--- src/rtl/gpu_inst_pkg.sv ---
// Shared types for the instruction buffer: opcode enum, field positions and
// a packed view of the 80-bit instruction word.
package gpu_inst_pkg;

   localparam int INST_W = 80;

   localparam int OP_MSB      = 79;
   localparam int OP_LSB      = 78;
   localparam int VERT_BIT    = 77;
   localparam int FILL_BIT    = 76;
   localparam int TEX_MSB     = 75;
   localparam int TEX_LSB     = 74;
   localparam int LAYER_BIT   = 73;
   localparam int COLOR_MSB   = 72;
   localparam int COLOR_LSB   = 49;
   localparam int RSV_BIT     = 48;
   localparam int COORD_MSB   = 47;
   localparam int COORD_LSB   = 0;

   typedef enum logic [1:0] {
      OP_CONFIG = 2'b00,
      OP_LINE   = 2'b01,
      OP_FILL   = 2'b10,
      OP_ALPHA  = 2'b11
   } op_t;

   // Field order matches the bit layout from MSB down to LSB.
   typedef struct packed {
      op_t         op;
      logic        vertice_num;
      logic        fill_type;
      logic [1:0]  texture_code;
      logic        layer_num;
      logic [23:0] color_code;
      logic        reserved;
      logic [47:0] coordinates;
   } inst_fields_t;

   typedef enum logic {
      S_IDLE = 1'b0,
      S_LOAD = 1'b1
   } dec_state_t;

endpackage

--- src/rtl/inst_fifo.sv ---
// Generic synchronous FIFO. Push is accepted when not full, or when a pop
// frees a slot in the same cycle. Pops on empty are rejected (no bypass).
module inst_fifo #(
   parameter int DATA_W     = 80,
   parameter int FIFO_DEPTH = 8,
   parameter int CNT_W      = $clog2(FIFO_DEPTH) + 1
) (
   input  logic              clk,
   input  logic              rst,
   input  logic              wr_en,
   input  logic [DATA_W-1:0] wr_data,
   input  logic              rd_en,
   output logic [DATA_W-1:0] rd_data,
   output logic              full,
   output logic              empty,
   output logic              push_ok,
   output logic              pop_ok,
   output logic [CNT_W-1:0]  count
);

   localparam int PTR_W = $clog2(FIFO_DEPTH);

   logic [DATA_W-1:0] mem [FIFO_DEPTH];
   logic [PTR_W-1:0]  wr_ptr;
   logic [PTR_W-1:0]  rd_ptr;

   assign empty   = (count == '0);
   assign full    = (count == CNT_W'(FIFO_DEPTH));
   assign pop_ok  = rd_en && !empty;
   assign push_ok = wr_en && (!full || pop_ok);
   assign rd_data = mem[rd_ptr];

   // Pointer and occupancy bookkeeping; pointers wrap naturally (depth is a power of two).
   always_ff @(posedge clk) begin
      if (rst) begin
         wr_ptr <= '0;
         rd_ptr <= '0;
         count  <= '0;
      end else begin
         if (push_ok) wr_ptr <= wr_ptr + 1'b1;
         if (pop_ok)  rd_ptr <= rd_ptr + 1'b1;
         case ({push_ok, pop_ok})
            2'b10:   count <= count + 1'b1;
            2'b01:   count <= count - 1'b1;
            default: count <= count;
         endcase
      end
   end

   // Storage array is data only; stale contents are unreachable once pointers reset.
   always_ff @(posedge clk) begin
      if (push_ok && !rst) mem[wr_ptr] <= wr_data;
   end

endmodule

--- src/rtl/inst_fetch_decoder.sv ---
// Instruction buffer plus decoder: buffers host instruction words and, on each
// accepted pop, latches the head word's fields into stable output registers.
module inst_fetch_decoder
   import gpu_inst_pkg::*;
#(
   parameter int FIFO_DEPTH = 8,
   parameter int CNT_W      = $clog2(FIFO_DEPTH) + 1
) (
   input  logic              clk,
   input  logic              rst,
   input  logic              push,
   input  logic [INST_W-1:0] inst_in,
   output logic              full,
   input  logic              read_en,
   output logic              fifo_empty,
   output logic              inst_valid,
   output logic [1:0]        inst_op,
   output logic              vertice_num,
   output logic [47:0]       coordinates,
   output logic              fill_type,
   output logic [1:0]        texture_code,
   output logic [23:0]       color_code,
   output logic              layer_num,
   output logic [CNT_W-1:0]  count,
   output logic              overflow,
   output logic              underflow
);

   logic [INST_W-1:0] head_word;
   inst_fields_t      head;
   logic              push_ok;
   logic              pop_ok;
   logic              unused_push_ok;
   logic              unused_reserved;
   dec_state_t        state;
   dec_state_t        state_next;

   inst_fifo #(
      .DATA_W     (INST_W),
      .FIFO_DEPTH (FIFO_DEPTH),
      .CNT_W      (CNT_W)
   ) u_fifo (
      .clk     (clk),
      .rst     (rst),
      .wr_en   (push),
      .wr_data (inst_in),
      .rd_en   (read_en),
      .rd_data (head_word),
      .full    (full),
      .empty   (fifo_empty),
      .push_ok (push_ok),
      .pop_ok  (pop_ok),
      .count   (count)
   );

   assign head            = inst_fields_t'(head_word);
   // The reserved bit carries no meaning and push acceptance is tracked inside the FIFO.
   assign unused_reserved = head.reserved;
   assign unused_push_ok  = push_ok;

   // Decoder state register: LOAD marks the cycle after a pop.
   always_ff @(posedge clk) begin
      if (rst) state <= S_IDLE;
      else     state <= state_next;
   end

   // Next state: every accepted pop (including back-to-back) lands in LOAD.
   always_comb begin
      state_next = S_IDLE;
      if (pop_ok) state_next = S_LOAD;
   end

   // Output decode: inst_valid pulses while in LOAD.
   always_comb begin
      inst_valid = (state == S_LOAD);
   end

   // Decoded field registers: updated only on an accepted pop, otherwise held.
   always_ff @(posedge clk) begin
      if (rst) begin
         inst_op      <= '0;
         vertice_num  <= 1'b0;
         fill_type    <= 1'b0;
         texture_code <= '0;
         layer_num    <= 1'b0;
         color_code   <= '0;
         coordinates  <= '0;
      end else if (pop_ok) begin
         inst_op      <= head.op;
         vertice_num  <= head.vertice_num;
         fill_type    <= head.fill_type;
         texture_code <= head.texture_code;
         layer_num    <= head.layer_num;
         color_code   <= head.color_code;
         coordinates  <= head.coordinates;
      end
   end

   // Sticky error flags: dropped push when full, read attempt when empty.
   always_ff @(posedge clk) begin
      if (rst) begin
         overflow  <= 1'b0;
         underflow <= 1'b0;
      end else begin
         if (push && full && !pop_ok) overflow  <= 1'b1;
         if (read_en && fifo_empty)   underflow <= 1'b1;
      end
   end

endmodule

--- config.mk ---
export PLATFORM = sky130hd
export DESIGN_NAME = inst_fetch_decoder
export DESIGN_NICKNAME = d
export VERILOG_FILES = /design/src/rtl/gpu_inst_pkg.sv /design/src/rtl/inst_fifo.sv /design/src/rtl/inst_fetch_decoder.sv
export SDC_FILE = /design/constraint.sdc
export NUM_CORES = 1
export LEC_CHECK = 0
export CORE_ASPECT_RATIO = 1.2
export CORE_MARGIN = 3
export CORE_UTILIZATION = 55
export DETAILED_ROUTE_END_ITERATION = 16
export PLACE_DENSITY_LB_ADDON = 0.15
export SLEW_MARGIN = 20
export SYNTH_ARGS = -nofsm -noshare
export SYNTH_HDL_FRONTEND = slang
export SYNTH_SLANG_ARGS = --single-unit
--- constraint.sdc ---
create_clock -name clk -period 12.29 [get_ports clk]
set_clock_uncertainty 0.05 [all_clocks]
set_input_delay 1.229 -clock clk [delete_from_list [all_inputs] [get_ports clk]]
set_output_delay 1.229 -clock clk [all_outputs]
set_load 0.02 [all_outputs]
==> metrics.yaml, run 1 <==
ant_nets: 0
synth-xor-area-share_pct: 0.2318
dp.final_hpwl_um: 28230
cts_num_sinks: 724
clock.fmax_mhz: 230.4
crit_chain: "clkdlybuf4s50_1 > o211ai_1 > nor4_2 > buf_4 > buf_4"
grt_usage_pct: 22.39
required_ps: 12440
critPathBufInv: 3
synth_cell_types: 35
grt_pass1_wl_um: 83630
grt_max_degree: 67
cts_setup_buffers: 0
critical-path-top-delay-family: "buffers and inverters"
boundaryPins: 172
gp_congestion: 0.7128
drv_cap: 0
die_y_um: 246.2
path_clk_slew_ps: 60
dp.cells: 2002
synth_compound_area_share_pct: 2.233
syn_area_um2: 26450
holdBufCountCts: 0
cts_made_buffers: 70
synthSimpleGateAreaFrac_pct: 3.576
wl_per_cell_um: 25.70
worst_path_max_delay_cell: "nor4_2"
status: "completed"
min_path_type: "flip-flop to flip-flop"
dr_wl_met3_um: 3524
num_vias: 12870
slew_violations: 0
cp.arrival_ps: 4490
worstRegToRegCells: 5
cp.depth: 5
coreArea_um2: 47240
initial_core_util_pct: 55.99
ys_ff_latch: 724
cts_tree: "done"
seq_area_um2: 20830
drive_gt1_share_pct: 20.42
synth_fa_ha_area_share_pct: 0.2365
multi_input_area_um2: 5304
rsz0062_at_grt: "no"
dr.pass1.iters: 5
layout_commonest_cell: "edfxtp_1"
hold_path_depth: 2
worst_slew_pin_slew_ps: 1026
synth_top_family_by_area: "multiplexers"
htree_levels: 3
end_kind: "flip-flop"
post-route-period-util_pct: 35.31
ctsResizeCount: 0
fin_crit_ps: 4340
final_cells: 2135
clockRootBuffer: "clkbuf_16"
setup_viol: 0
setup_ws_ps: 7950
row_count: 87
die_w_um: 206.2
startpoint_type: "input port"
overflow: 0
hold_violations: 0
drtIter0Drc: 891
port_buffers: 170
dp_slack_ps: 7316
syn_avg_cell_area_um2: 20.98
power.density_nw_per_um2: 206.6
wl_met1_um: 22360
nets: 1541
die_area_um2: 50770
ys_warn_count: 0
synthCells: 1261
grt_pass1_vias: 13720
max-vdd-ir-drop_uv: 148.5
slowest_delay_ps: 830
leakage_nw: 9.783
syn_to_final_growth_pct: 17.98
dr_wl_met2_um: 27830
cp_common_cell: "buf_4"
clk_latency_ps: 590
synth.mux.area_fraction_pct: 13.57
clockBufferDepth: 3
final_cell_mix: "632 x edfxtp_1, 169 x clkdlybuf4s50_1, 158 x mux4_2"
relSlewSlack_pct: 31.58
syn-num-nets: 1350
antenna_found_initial: 7
dr.max_layer_used: "met5"
fill_cells: 3155
ys_seq_area_share_pct: 78.71
vias_per_cell: 6.028
drcViolationCount: 0
critPathKind: "input port to flip-flop"
routed_wl_um: 54870
setup_tns_ps: 0
crit_fanout: 43
## tightest hold or removal path: stages, from the launching register on
cell and delay (ps):
dfxtp_1 320, a21oi_1 40, nor2_1 70
## layer usage
metal | up-vias | GRT usage [%]
li1 | 5588 | -
met1 | 6800 | 30.62
met2 | 410 | 37.06
met3 | 68 | 4.440
met4 | 4 | 6.930
met5 | - | 0
## worst paths after layout
| path | to | from | slack [ps] |
|---|---|---|---|
| setup / recovery | u_fifo.mem[4][25]$_DFFE_PP_ | read_en | 7950 |
| hold / removal | underflow$_SDFFE_PP0P_ | underflow$_SDFFE_PP0P_ | 420 |
| setup reg to reg | u_fifo.mem[4][25]$_DFFE_PP_ | u_fifo.count[1]$_SDFFE_PP0P_ | 8440 |
| hold reg to reg | underflow$_SDFFE_PP0P_ | underflow$_SDFFE_PP0P_ | 420 |
## flip-flops by register name (all words and copies together), names as in the netlist, 2 cells and up
register	count
color_code	24
coordinates	48
inst_op	2
texture_code	2
u_fifo.count	4
u_fifo.mem	632
u_fifo.rd_ptr	3
u_fifo.wr_ptr	3
## synthesized netlist by cell type (all sizes together)
library cell    n  share of area [%]
a21oi           4              0.076
nor3           82                1.7
edfxtp        632                 72
clkbuf         29               0.41
buf            47                1.0
or3             1              0.024
nand4b          1              0.033
o22ai          79                1.9
xor2            6               0.20
a211o           1              0.033
nand3           1              0.019
nand2           5              0.099
nor2b           2              0.047
or4b            1              0.038
o41a            1              0.080
nor4            2              0.047
nand3b          1              0.028
mux4          158                 13
nor4bb          1              0.038
nor2           96                1.4
nand2b          1              0.033
dfxtp          92                7.0
o211ai          2              0.057
o21ai           4               0.12
inv             1              0.014
nor4b           2              0.066
mux2i           3               0.11
xnor2           1              0.033
ha              5               0.24
## per-stage QoR
step | power, W | utilization [%] | hold WS (ps) | instance area, um2
after floorplan | 0.003862 | - | 496.2 | 26450
after global placement | 0.004320 | 60.95 | 407.7 | 28790
after detailed placement | 0.004344 | 60.95 | 408.0 | 28790
after CTS | 0.006527 | 65.97 | 421.7 | 31170
after global routing | 0.006734 | 66.05 | 459.8 | 31200
final | 0.006447 | 66.06 | 415.2 | 31210
## kinds of logic after synthesis
logic type | Yosys count
AO/OA/AOI/OAI | 91
XOR/XNOR | 7
adder cells (fa/ha/maj) | 5
buffers and inverters | 77
flip-flops | 724
multiplexers | 161
AND/OR/NAND/NOR | 196
## report_power, final
part           switching (W)  total (W)  internal, W  leakage [nW]
Clock               0.000872    0.00218      0.00131          1.16
Sequential          0.000136    0.00297      0.00283          6.47
Combinational       0.000680    0.00130     0.000617          2.16
## cell type report
| cell class | count | area share (%) |
|---|---|---|
| Sequential cell | 724 | 66.74 |
| Timing Repair Buffer | 195 | 6.122 |
| Multi-Input combinational cell | 460 | 16.99 |
| Clock buffer | 101 | 6.547 |
| Inverter | 1 | 0.01203 |
| Clock inverter | 27 | 1.058 |
| Tap cell | 623 | 2.498 |
| Antenna cell | 4 | 0.03207 |
No activity file was read; power rests on OpenSTA's default activity.
==> run 2: changes to the inputs <==
clock period = 4.1 ns   (was 12.29 ns; I/O delays follow)
==> run 2 against run 1 <==
Against the previous run: flip-flop and latch count unchanged; critical path depth grew 4; largest cell class unchanged; via count about the same.
==> metrics.yaml, run 2 (same netlist as run 1, synthesis figures left out) <==
largest_register_ffs: 632  # unchanged
r2r-end: "u_fifo.count[2]$_SDFFE_PP0P_"  # was u_fifo.mem[4][25]$_DFFE_PP_
slowest_delay_ps: 670  # was 830 ps
postLayoutCoreUtil_pct: 66.47  # was 66.06%
drcViolationCount: 0  # unchanged
cts_tree: "done"  # unchanged
grt_pass1_wl_um: 82550  # was 83630 um
crit_fanout: 10  # was 43
die_area_um2: 50770  # unchanged
pwr-share-seq_pct: 45.9  # was 46.1%
relSlewSlack_pct: 38.75  # was 31.58%
drv_cap: 0  # unchanged
vias_per_cell: 6.006  # was 6.028
crit_chain: "or4b_1 > o21ai_4 > ha_1 > xor2_1 > ha_1 > a21oi_1 > xor2_1 > or3_1 > a21oi_1"  # was clkdlybuf4s50_1 > o211ai_1 > nor4_2 > buf_4 > buf_4
nets: 1548  # was 1541
hold_path_depth: 2  # unchanged
slew_violations: 0  # unchanged
syn_to_final_growth_pct: 18.72  # was 17.98%
startpoint_type: "flip-flop"  # was input port
port_buffers: 170  # unchanged
die_y_um: 246.2  # unchanged
coreArea_um2: 47240  # unchanged
hp-start: "rst"  # was underflow$_SDFFE_PP0P_
antenna_found_initial: 6  # was 7
wl_per_cell_um: 25.46  # was 25.70 um
die_w_um: 206.2  # unchanged
post-route-period-util_pct: 72.01
cp.depth: 9  # was 5
initial_core_util_pct: 55.99  # unchanged
clockBufferDepth: 3  # unchanged
r2r_start: "u_fifo.count[1]$_SDFFE_PP0P_"  # unchanged
ant_nets: 0  # unchanged
switchingPower_w: 0.005115  # was 0.001688 W
rsz0062_at_grt: "no"  # unchanged
min_path_type: "input port to flip-flop"  # was flip-flop to flip-flop
reg.largest.list: "u_fifo.mem: 632 flops, coordinates: 48 flops, color_code: 24 flops"  # unchanged
grt_max_degree: 80  # was 67
drtIter0Drc: 858  # was 891
path_clk_slew_ps: 60  # about the same
power.share.clock_pct: 33.5  # was 33.8%
final_cell_mix: "632 x edfxtp_1, 169 x clkdlybuf4s50_1, 158 x mux4_2"  # unchanged
multi_input_area_um2: 5340  # was 5304 um2
worstRegToRegCells: 9  # was 5
leakage_nw: 9.824  # was 9.783 nW
status: "completed"  # unchanged
seq_area_um2: 20830  # unchanged
r2r_setup_slack_ps: 1150  # was 8440 ps
critical-path-top-delay-family: "simple AND/OR/NAND/NOR gates"  # was buffers and inverters
critPathKind: "flip-flop to flip-flop"  # was input port to flip-flop
worst_slew_pin_slew_ps: 914.8  # was 1026 ps
intPower_w: 0.01429  # was 0.004759 W
cts_setup_buffers: 0  # unchanged
p_sw_share_pct: 26.35  # was 26.18%
hold_violations: 0  # unchanged
grt_usage_pct: 22.13  # was 22.39%
holdBufCountCts: 0  # unchanged
setup_viol: 0  # unchanged
ctsResizeCount: 0  # unchanged
htree_levels: 3  # unchanged
endpoint: "u_fifo.count[2]$_SDFFE_PP0P_"  # was u_fifo.mem[4][25]$_DFFE_PP_
clockRootBuffer: "clkbuf_16"  # unchanged
hold_ws_ps: 325.6  # was 415.2 ps
dr.pass1.iters: 5  # unchanged
fin_crit_ps: 2952
overflow: 0  # unchanged
dp.final_hpwl_um: 27810  # was 28230 um
row_count: 87  # unchanged
power.density_nw_per_um2: 618.1  # was 206.6 nW/um2
cts_num_sinks: 724  # unchanged
drive_gt1_share_pct: 20.58  # was 20.42%
cp.arrival_ps: 3420  # was 4490 ps
fill_cells: 3125  # was 3155
num_vias: 12880  # was 12870
grt_pass1_vias: 13410  # was 13720
gp_congestion: 0.6924  # was 0.7128
cp-startpoint: "u_fifo.count[1]$_SDFFE_PP0P_"  # was read_en
worst_path_max_delay_cell: "or4b_1"  # was nor4_2
max-vdd-ir-drop_uv: 431.1  # was 148.5 uV
cts_made_buffers: 69  # was 70
critPathBufInv: 0  # was 3
end_kind: "flip-flop"  # unchanged
clk_latency_ps: 600  # was 590 ps
top_register: "u_fifo.mem"  # unchanged
layout_commonest_cell: "edfxtp_1"  # unchanged
boundaryPins: 172  # unchanged
required_ps: 4570  # was 12440 ps
clock.fmax_mhz: 338.7
routed_wl_um: 54590  # was 54870 um
pwr-share-comb_pct: 20.6  # was 20.1%
[run 2: worst min path at each step]
stage / end
2_1_floorplan: u_fifo.mem[0][0]$_DFFE_PP_
3_3_place_gp: overflow$_SDFFE_PP0P_
3_5_place_dp: underflow$_SDFFE_PP0P_
4_1_cts: u_fifo.wr_ptr[0]$_SDFFE_PP0P_
5_1_grt: u_fifo.count[1]$_SDFFE_PP0P_
6_report: u_fifo.wr_ptr[1]$_SDFFE_PP0P_
[run 2: cell type report]
cell class | count | share of cell area [%]
diodes | 5 | 0.03984
clock buffers | 96 | 6.152
inverters | 1 | 0.01195
well taps | 623 | 2.482
flip-flops and latches | 724 | 66.32
repair buffers | 203 | 6.717
multi-input cells | 460 | 17.00
clock inverters | 32 | 1.271
[run 2: layer usage]
| layer | wire, um | part of all wire, % | global-route usage [%] |
|---|---|---|---|
| met3 | 3310 | 6.1 | 4.374 |
| met2 | 27220 | 50 | 35.64 |
| met1 | 22830 | 42 | 31.33 |
| met5 | 41 | 0.075 | 0 |
| met4 | 1190 | 2.2 | 6.631 |
[run 2: power by group through the flow]
stage | logic, W | clock network [W] | registers, W
after CTS | 0.00406 | 0.00663 | 0.00892
final | 0.00400 | 0.00651 | 0.00891
after global routing | 0.00431 | 0.00693 | 0.00897
after floorplan | 0.00230 | 0 | 0.00926
after detailed placement | 0.00403 | 0 | 0.00908
after global placement | 0.00400 | 0 | 0.00905
[run 2: per-stage QoR]
stage               TNS [ps]  setup WS, ps  total power [W]  instance area, um2  cells
CTS                        0          1146          0.01961               31390   2139
floorplan            -318830        -857.1          0.01156               26500   1261
finish                     0          1148          0.01941               31400   2144
global route               0         949.6          0.02020               31400   2141
detailed placement         0          1034          0.01311               29060   2011
global placement           0          1022          0.01305               29060   2011
==> run 3: changes to the inputs <==
clock period = 3.1 ns   (was 4.1 ns; I/O delays follow)
==> run 3 against run 2 <==
Against the previous run: power grew 30%; combinational power grew 36%; worst setup slack lost 740 ps; non-clock buffer count grew 7; flip-flop and latch count is the same; clock power grew 24%; global-route usage grew 0.083 points; first-iteration DRC count shrank 7.5%; cell area is essentially flat.
==> metrics.yaml, run 3 (same netlist as run 1, synthesis figures left out) <==
ant_nets: 0  # unchanged
nets: 1556  # was 1548
clk_latency_ps: 590  # was 600 ps
relSlewSlack_pct: 39.12  # was 38.75%
cp-startpoint: "u_fifo.count[0]$_SDFFE_PP0P_"  # was u_fifo.count[1]$_SDFFE_PP0P_
dp_slack_ps: 329.3  # was 1034 ps
leakage_nw: 9.841  # was 9.824 nW
setup_viol: 0  # unchanged
hp-start: "inst_in[23]"  # was rst
initial_core_util_pct: 55.99  # unchanged
cts_setup_buffers: 0  # unchanged
power.density_nw_per_um2: 803.3  # was 618.1 nW/um2
hold_violations: 0  # unchanged
overflow: 0  # unchanged
setup_ws_ps: 410.2  # was 1148 ps
placed_area_um2: 29170  # was 29060 um2
rsz0062_at_grt: "no"  # unchanged
crit_chain: "or4b_1 > o21ai_4 > buf_4 > ha_1 > nor4b_1 > o21ai_0 > a211o_1 > nand2_1"  # was or4b_1 > o21ai_4 > ha_1 > xor2_1 > ha_1 > a21oi_1 > xor2_1 > or3_1 > a21oi_1
crit_fanout: 8  # was 10
holdBufCountCts: 1  # was 0
grt_pass1_vias: 13450  # was 13410
coreArea_um2: 47240  # unchanged
reg.largest.list: "u_fifo.mem: 632 flops, coordinates: 48 flops, color_code: 24 flops"  # unchanged
slowest_delay_ps: 670  # about the same
gp_congestion: 0.7016  # was 0.6924
worst_slew_pin_slew_ps: 909.3  # was 914.8 ps
fin_area_um2: 31390  # was 31400 um2
required_ps: 3580  # was 4570 ps
routed_wl_um: 54610  # was 54590 um
grt_pass1_wl_um: 82900  # was 82550 um
cp.arrival_ps: 3170  # was 3420 ps
dr_wl_met2_um: 27790  # was 27220 um
status: "completed"  # unchanged
final_cells: 2149  # was 2144
path_clk_slew_ps: 60  # about the same
dr.pass1.iters: 7  # was 5
slew_violations: 0  # unchanged
row_count: 87  # unchanged
syn_to_final_growth_pct: 18.67  # was 18.72%
drive_gt1_share_pct: 21.41  # was 20.58%
cts_tree: "done"  # unchanged
dp.cells: 2017  # was 2011
clockBufferDepth: 3  # unchanged
r2r_start: "u_fifo.count[0]$_SDFFE_PP0P_"  # was u_fifo.count[1]$_SDFFE_PP0P_
boundaryPins: 172  # unchanged
htree_levels: 3  # unchanged
cts_made_buffers: 70  # was 69
top_register: "u_fifo.mem"  # unchanged
grt_usage_pct: 22.21  # was 22.13%
num_vias: 12820  # was 12880
post-route-period-util_pct: 86.77  # was 72.01%
min_path_type: "input port to flip-flop"  # unchanged
dr_wl_met3_um: 2730  # was 3310 um
port_buffers: 170  # unchanged
seq_area_um2: 20830  # about the same
vias_per_cell: 5.964  # was 6.006
critPathKind: "flip-flop to flip-flop"  # unchanged
die_area_um2: 50770  # unchanged
drcViolationCount: 0  # unchanged
die_w_um: 206.2  # unchanged
layout_commonest_cell: "edfxtp_1"  # unchanged
drtIter0Drc: 794  # was 858
drv_cap: 0  # unchanged
fill_cells: 3145  # was 3125
clock.fmax_mhz: 371.8  # was 338.7 MHz
grt_max_degree: 93  # was 80
antenna_found_initial: 6  # unchanged
r2r_setup_slack_ps: 410  # was 1150 ps
max-vdd-ir-drop_uv: 561.7  # was 431.1 uV
cts_num_sinks: 724  # unchanged
final_cell_mix: "632 x edfxtp_1, 169 x clkdlybuf4s50_1, 158 x mux4_2"  # unchanged
ctsResizeCount: 0  # unchanged
wl_met1_um: 22920  # was 22830 um
worst_path_max_delay_cell: "or4b_1"  # unchanged
die_y_um: 246.2  # unchanged
fin_crit_ps: 2690  # was 2952 ps
dr.max_layer_used: "met5"  # unchanged
wl_per_cell_um: 25.41  # was 25.46 um
multi_input_area_um2: 5340  # unchanged
startpoint_type: "flip-flop"  # unchanged
dp.final_hpwl_um: 28430  # was 27810 um
end_kind: "flip-flop"  # unchanged
largest_register_ffs: 632  # unchanged
clockRootBuffer: "clkbuf_16"  # unchanged
==> run 3: worst paths after layout <==
kind         cells after the start                      endpoint
max                              8  u_fifo.count[3]$_SDFFE_PP0P_
min                              1   u_fifo.mem[3][23]$_DFFE_PP_
max reg2reg                      8  u_fifo.count[3]$_SDFFE_PP0P_
min reg2reg                      2         overflow$_SDFFE_PP0P_
==> run 3: worst max-delay path: cells and delay by family, from the launching register on <==
family | cells | cell delay, ps
AND/OR/NAND/NOR | 3 | 1040
AO/OA/AOI/OAI | 3 | 610
flip-flops | 1 | 360
adder cells (fa/ha/maj) | 1 | 340
buffers and inverters | 1 | 230
==> run 3: area by class of cell <==
type,instances,area share (%)
Antenna cell,3,0.02392
Clock inverter,28,0.6338
Inverter,1,0.01196
Sequential cell,724,66.37
Clock buffer,100,6.366
Tap cell,623,2.483
Timing Repair Buffer,210,7.095
Multi-Input combinational cell,460,17.01
==> run 3: metrics by stage <==
step	hold slack (ps)	power (W)	TNS (ps)	utilization, %
2_1_floorplan	358.9	0.01531	-271330	-
3_3_place_gp	402.7	0.01734	0	61.75
3_5_place_dp	412.2	0.01743	0	61.75
4_1_cts	354.7	0.02553	0	66.43
5_1_grt	392.0	0.02632	0	66.43
6_report	385.5	0.02522	0	66.44
==> run 3: report_power, final <==
| part | switching, W | internal, W | total, W |
|---|---|---|---|
| Sequential | 0.000482 | 0.0112 | 0.0117 |
| Combinational | 0.00282 | 0.00261 | 0.00542 |
| Clock | 0.00340 | 0.00467 | 0.00807 |
==> run 3: per-layer routing <==
metal,vias to the layer above,global-route usage [%]
met5,-,0
met4,6,7.070
met3,70,3.713
met2,344,36.53
met1,6777,30.98
li1,5619,-
